## src/rtl/hbridge_pkg.sv

```systemverilog
// rtl/hbridge_pkg.sv - shared types and constants for the H-bridge PWM driver
package hbridge_pkg;

  typedef enum logic [1:0] {
    IDLE  = 2'd0,
    DRIVE = 2'd1,
    DEAD  = 2'd2,
    BRAKE = 2'd3
  } chan_state_t;

  localparam int DEAD_CNT_W = 16;
  localparam int LEG_FWD    = 0;
  localparam int LEG_REV    = 1;

endpackage

```

## src/rtl/hbridge_chan.sv

```systemverilog
// rtl/hbridge_chan.sv - one H-bridge channel: FSM, dead-time counter, duty latch, output register
// Brake state is reachable only when HBRIDGE_BRAKE_EN is defined.
module hbridge_chan
  import hbridge_pkg::*;
#(
  parameter int DUTY_W   = 8,
  parameter int DEADTIME = 16
) (
  input  logic              clk,
  input  logic              rst,
  input  logic              en,
  input  logic [DUTY_W-1:0] cnt,
  input  logic              lat_en,
  input  logic [DUTY_W-1:0] duty,
  input  logic              dir,
`ifdef HBRIDGE_BRAKE_EN
  input  logic              brake,
`endif
  output logic [1:0]        out,
  output logic              busy
);

  localparam logic [DEAD_CNT_W-1:0] DEAD_LOAD = DEAD_CNT_W'(DEADTIME - 1);

  chan_state_t             state, state_nx;
  logic [DEAD_CNT_W-1:0]   dead_cnt, dead_cnt_nx;
  logic                    dir_q, dir_q_nx;
  logic [DUTY_W-1:0]       duty_lat, duty_cur;
  logic                    pwm;
  logic                    brake_req;
  logic [1:0]              out_nx;
  logic                    busy_nx;

  // At cnt == 0 the incoming duty is used directly so the new period starts clean.
  assign duty_cur = lat_en ? duty : duty_lat;
  assign pwm      = (cnt < duty_cur);

`ifdef HBRIDGE_BRAKE_EN
  assign brake_req = brake;
`else
  assign brake_req = 1'b0;
`endif

  always_comb begin
    state_nx    = state;
    dead_cnt_nx = dead_cnt;
    dir_q_nx    = dir_q;
    if (!en) begin
      state_nx = IDLE;
    end else begin
      case (state)
        IDLE: begin
          state_nx = DRIVE;
          dir_q_nx = dir;
        end
        DRIVE: begin
          if (brake_req) begin
            state_nx = BRAKE;
          end else if (dir != dir_q) begin
            state_nx    = DEAD;
            dead_cnt_nx = DEAD_LOAD;
            dir_q_nx    = dir;
          end
        end
        DEAD: begin
          if (brake_req) begin
            state_nx = BRAKE;
          end else if (dir != dir_q) begin
            dead_cnt_nx = DEAD_LOAD;
            dir_q_nx    = dir;
          end else if (dead_cnt == '0) begin
            state_nx = DRIVE;
          end else begin
            dead_cnt_nx = dead_cnt - DEAD_CNT_W'(1);
          end
        end
        BRAKE: begin
          if (!brake_req) begin
            state_nx    = DEAD;
            dead_cnt_nx = DEAD_LOAD;
            dir_q_nx    = dir;
          end
        end
        default: state_nx = IDLE;
      endcase
    end
  end

  // Outputs decoded from the next state so out/busy line up with the state register.
  always_comb begin
    out_nx  = 2'b00;
    busy_nx = 1'b0;
    case (state_nx)
      DRIVE: begin
        out_nx[LEG_FWD] = pwm & ~dir_q_nx;
        out_nx[LEG_REV] = pwm & dir_q_nx;
      end
      DEAD:    busy_nx = 1'b1;
      BRAKE:   out_nx  = 2'b11;
      default: out_nx  = 2'b00;
    endcase
  end

  always_ff @(posedge clk or posedge rst) begin
    if (rst) begin
      state    <= IDLE;
      dead_cnt <= '0;
      dir_q    <= 1'b0;
      duty_lat <= '0;
      out      <= 2'b00;
      busy     <= 1'b0;
    end else begin
      state    <= state_nx;
      dead_cnt <= dead_cnt_nx;
      dir_q    <= dir_q_nx;
      if (lat_en) duty_lat <= duty;
      out      <= out_nx;
      busy     <= busy_nx;
    end
  end

endmodule

```

## src/rtl/hbridge_pwm_ctrl.sv

```systemverilog
// rtl/hbridge_pwm_ctrl.sv - multi-channel H-bridge PWM driver with direction-change dead-time
// Optional brake port and state via HBRIDGE_BRAKE_EN.
module hbridge_pwm_ctrl
  import hbridge_pkg::*;
#(
  parameter int CHANNELS = 2,
  parameter int DUTY_W   = 8,
  parameter int DEADTIME = 16
) (
  input  logic                       clk,
  input  logic                       rst,
  input  logic                       en,
  input  logic [CHANNELS*DUTY_W-1:0] duty,
  input  logic [CHANNELS-1:0]        dir,
`ifdef HBRIDGE_BRAKE_EN
  input  logic [CHANNELS-1:0]        brake,
`endif
  output logic [2*CHANNELS-1:0]      out,
  output logic [CHANNELS-1:0]        busy
);

  // Period is 2**DUTY_W-1 so an all-ones duty stays high for the whole period.
  localparam logic [DUTY_W-1:0] CNT_MAX = {{(DUTY_W-1){1'b1}}, 1'b0};

  logic [DUTY_W-1:0] cnt;
  logic              lat_en;

  always_ff @(posedge clk or posedge rst) begin
    if (rst) begin
      cnt <= '0;
    end else if (!en || cnt == CNT_MAX) begin
      cnt <= '0;
    end else begin
      cnt <= cnt + DUTY_W'(1);
    end
  end

  assign lat_en = (cnt == '0);

  for (genvar i = 0; i < CHANNELS; i++) begin : g_chan
    hbridge_chan #(
      .DUTY_W   (DUTY_W),
      .DEADTIME (DEADTIME)
    ) u_chan (
      .clk    (clk),
      .rst    (rst),
      .en     (en),
      .cnt    (cnt),
      .lat_en (lat_en),
      .duty   (duty[i*DUTY_W +: DUTY_W]),
      .dir    (dir[i]),
`ifdef HBRIDGE_BRAKE_EN
      .brake  (brake[i]),
`endif
      .out    (out[2*i +: 2]),
      .busy   (busy[i])
    );
  end

endmodule
```

## config.mk

```make
export PLATFORM = sky130hd
export DESIGN_NAME = hbridge_pwm_ctrl
export DESIGN_NICKNAME = d
export VERILOG_FILES = /design/src/rtl/hbridge_pkg.sv /design/src/rtl/hbridge_chan.sv /design/src/rtl/hbridge_pwm_ctrl.sv
export SDC_FILE = /design/constraint.sdc
export NUM_CORES = 1
export LEC_CHECK = 0
export BUFFER_PORTS_ARGS = -buffer_cell sky130_fd_sc_hd__buf_2
export CAP_MARGIN = 10
export CORE_MARGIN = 5
export CORE_UTILIZATION = 28
export CTS_BUF_LIST = sky130_fd_sc_hd__clkbuf_8
export CTS_CLUSTER_SIZE = 14
export DETAILED_ROUTE_END_ITERATION = 10
export SLEW_MARGIN = 25
export SYNTH_ARGS = -nofsm -noshare
export SYNTH_HDL_FRONTEND = slang
export SYNTH_SLANG_ARGS = --single-unit
```

## constraint.sdc

```tcl
create_clock -name clk -period 8.35 [get_ports clk]
set_input_delay 1.2525 -clock clk [delete_from_list [all_inputs] [get_ports clk]]
set_output_delay 1.2525 -clock clk [all_outputs]
set_load 0.1 [all_outputs]
```

==> flow_results.org <==
** STA
- Final Critical Period :: 3.23 ns
- After routing, the total negative slack on setup checks comes to 0 ns.
- RSZ-0062 raised after global routing :: no
- The max-slew violation total from the final report is 0.
- For this run, the top clock speed supported by timing is a little over 300 MHz.
- Headroom to the max-slew limit came out at about 39%.
- Slew at the pin with the worst max-slew slack :: 0.914 ns
- In the finished design, the share of the clock period the worst path needs comes to 38.6%.
- Setup violations remaining at the end of the flow were counted as 0.
- Hold violation total from the final report :: 0
- Final Skew :: approximately 0.017 ns
- Crit path setup slack, layout :: 5.12 ns

** Drt
- Number of detailed-route iterations in the first pass :: 4
- For this block, the initial DRC count from the detailed router was ~150.
- Post-detailed-routing wire length :: about 8000 um
- For this run, design rule violations remaining after detail routing come to 0.
- Wire length per cell after detailed routing :: 13.4 um
- Number of vias per cell :: 4.91
- Number of nets with antenna violations after detailed routing :: 0
- Routed vias :: about 2900

** CTS
- Number of setup buffers added after CTS :: 0
- Clock latency reported for the late side of the worst-skew pair :: 0.34 ns
- Number of buffers created by CTS :: 9
- Total of hold buffers inserted after clock tree synthesis :: 0
- The clock net in this run drives a total of 68 sinks.
- Cell at the root of the clock tree :: clkbuf_8
- Clock-pin slew was measured on the worst setup and hold paths at roughly 0.08 ns.
- Once the clock tree was built, the resizer swapped 0 gates to a different size.
- Clock tree from TritonCTS :: yes
- No sink is reached through more buffers than the 2 on the longest clock path.
- CTS HTree Levels :: 3

** Critical path
- The worst setup path is captured at a flip-flop.
- Max Fanout on Critical Path :: 19
- Data arrives at the worst endpoint at 3.48 ns.
- Reg-to-reg setup timing slack :: 5.12 ns
- Crit Path Category :: reg -> reg
- Type of origin of the critical path :: flip-flop
- For the worst setup path, the data required time is 8.60 ns.
- Max incr delay on CP :: 0.59 ns
- CP Cell Sequence :: inv_1 -> ha_1 -> nor4b_1 -> nand2_1 -> mux2_2 -> inv_1 -> ha_1 -> a21o_1 -> a21o_1 -> a211oi_1 -> o41ai_1 -> nor3_1
- CP max-delay cell :: nand2_1

** Synthesis
- Counting flops with a built-in enable in the synthesized netlist gives 0.
- In the post-synthesis netlist, the cell with the most instances is dfrtp_1.
- Netlist cell types :: 53
- In the synthesized netlist the async set-or-reset flop fraction comes to 100%.
- Counting flops and latches in the post-synthesis netlist gives 68.
- Main flop type after synthesis :: dfrtp_1
- The number of nets in the synthesized netlist is roughly 420.
- Count of mapped cells out of synthesis :: 376
- Top cells by instance count after synthesis :: dfrtp_1, nor2_1, inv_1, nand2_1, o21ai_0
- Synth area leaders :: dfrtp_1, ha_1, nor2_1
- A synthesized cell averages 9.67 sq um.
- The largest total area in the synthesized netlist belongs to dfrtp_1.
- Yosys top cell area share :: 46.8%
- Share of the yosys chip area belonging to registers :: between 40% and 50%
- Summing every instance area after synthesis gives 0.00364 sq mm.
- Yosys printed 0 warnings.

** Die
- Measured along the x axis, the die boundary spans 124 um.
- Measured along the y axis, the die boundary spans 124 um.
- For this configuration, the core starts out at a cell density of ~29%.
- Core Rows :: 41
- Pin placement for this block handled 27 I/O pins.
- The die covers 0.0154 sq mm.
- The region available for standard cell placement spans 0.0127 sq mm.

** Finish
- Layout overhead on the synthesized area :: 13.9%
- The filler cells instantiated in the layout total 1302.
- Registers take between 0.0015 and 0.002 sq mm.
- In the final design database the tool counted roughly 450 nets.
- The multi-input combinational cells in the finished layout cover a total of 0.00178 sq mm.
- The repair_antennas step left the layout with diodes totalling 0.
- Cells with a size suffix above 1 make up 14.6% of the layout.

** Global routing
- Across every metal layer, demand over resource in global routing totals 11.0%.
- Pin count of the biggest net entering global routing :: 36
- The initial antenna violation count was 1.
- Global routing finished with a remaining overflow of 0.
- The first global-routing pass estimated 13400 um of wire.
- The via count of the first global-routing pass was between 2000 and 3000.

** Place
- Routability-driven placement congestion ratio :: 0.807
- Worst Setup Slack post-DPL :: 5.12 ns
- During placement, the flow inserted port buffers numbering 26.
- Summed over all nets, the half-perimeter wirelength after detailed placement is 5680 um.

** Power and ir drop
- VDD sags by at most 67.3 uV.
- Static leakage :: 0.00195 uW
- Power spread over the standard cell area amounts to about 190 mW/mm^2.

** Run status
- Run status :: complete, no violations

** Flow run
- Max-Cap Viols :: 0

** Min path
- The worst hold path belongs to the class reg -> reg.
[critical path: cells and delay by family (launching register included)]
family | cells | cell delay [ns]
AO/OA/AOI/OAI | 4 | 0.70
AND/OR/NAND/NOR | 3 | 0.95
flip-flops | 1 | 0.45
multiplexers | 1 | 0.51
adder cells (fa/ha/maj) | 2 | 0.37
buffers and inverters | 2 | 0.18
[power breakdown]
| group | total (uW) | switching [uW] | internal, uW | leakage (uW) |
|---|---|---|---|---|
| combinational | 155 | 103 | 52.2 | 0.000994 |
| clock | 265 | 128 | 137 | 0.000100 |
| sequential | 381 | 20.9 | 360 | 0.000859 |
| total | 801 | 252 | 549 | 0.00195 |
[cell families after synthesis]
logic type | Yosys count | share of synthesized area [%]
AOI/OAI and AO/OA | 85 | 15.3
buffers and inverters | 37 | 4.13
and+or+nand+nor | 135 | 18.7
xor gates and xnor gates | 13 | 3.13
adders and majority gates | 19 | 6.54
DFF | 68 | 46.8
muxes | 19 | 5.44
[routing by layer]
metal	track usage, %	wire length, um	vias up
li1	-	-	1406
met1	13.9	3540	1389
met2	18.0	3800	51
met3	2.68	334	12
met4	4.31	123	2
met5	0	13	-
[flip-flops by register name, summed over array words and instances (netlist names)]
signal / count
cnt: 8
g_chan.u_chan.duty_lat: 16
g_chan.u_chan.out: 4
g_chan.u_chan.busy: 2
g_chan.u_chan.state: 4
g_chan.u_chan.dead_cnt: 32
g_chan.u_chan.dir_q: 2
[layout make-up]
cell class	instances	area share, %
flip-flops and latches	68	41.1
repair buffers	27	3.32
clock inverters	7	1.66
clock buffers	9	2.99
multi-input cells	271	43.1
inverters	29	2.69
well taps	172	5.19
[final timing paths]
| kind | cells after the start | endpoint | from |
|---|---|---|---|
| setup / recovery | 12 | g_chan[1].u_chan.out[1]$_DFF_PP0_ | cnt[0]$_DFF_PP0_ |
| hold / removal | 1 | g_chan[0].u_chan.dead_cnt[9]$_DFFE_PP0P_ | g_chan[0].u_chan.dead_cnt[9]$_DFFE_PP0P_ |
| setup reg to reg | 12 | g_chan[1].u_chan.out[1]$_DFF_PP0_ | cnt[0]$_DFF_PP0_ |
| hold reg to reg | 1 | g_chan[0].u_chan.dead_cnt[9]$_DFFE_PP0P_ | g_chan[0].u_chan.dead_cnt[9]$_DFFE_PP0P_ |
| max in group asynchronous | 3 | g_chan[1].u_chan.dead_cnt[11]$_DFFE_PP0P_ | rst |
| min in group asynchronous | 2 | g_chan[0].u_chan.dead_cnt[0]$_DFFE_PP0P_ | rst |
[layout by cell type (no fill, tap or decap), drive strengths merged, types with 5 or more instances in the layout]
cell type,synthesis,routed
mux2,6,6
nor2,47,47
clkinv,1,5
clkbuf,5,9
ha,19,19
mux2i,13,13
a31oi,9,9
nand2,27,27
or3,8,8
nand4,5,5
o31ai,6,6
xor2,8,8
xnor2,5,5
a21oi,18,18
dfrtp,68,68
inv,28,29
nor3,9,9
nor4,5,5
o21ai,25,25
buf,3,27
nand3,9,9
[stage by stage]
| stage | cell area (sq um) | utilization, % | power, uW | hold slack [ns] | std cells |
|---|---|---|---|---|---|
| after floorplan | 3640 | - | 504 | 0.436 | 376 |
| after global placement | 3950 | 31.2 | 538 | 0.467 | 567 |
| after detailed placement | 3950 | 31.2 | 544 | 0.466 | 567 |
| after CTS | 4140 | 32.7 | 812 | 0.488 | 583 |
| after global routing | 4140 | 32.7 | 847 | 0.494 | 583 |
| final | 4140 | 32.7 | 801 | 0.484 | 583 |
Power figures use the tool's default switching activity.
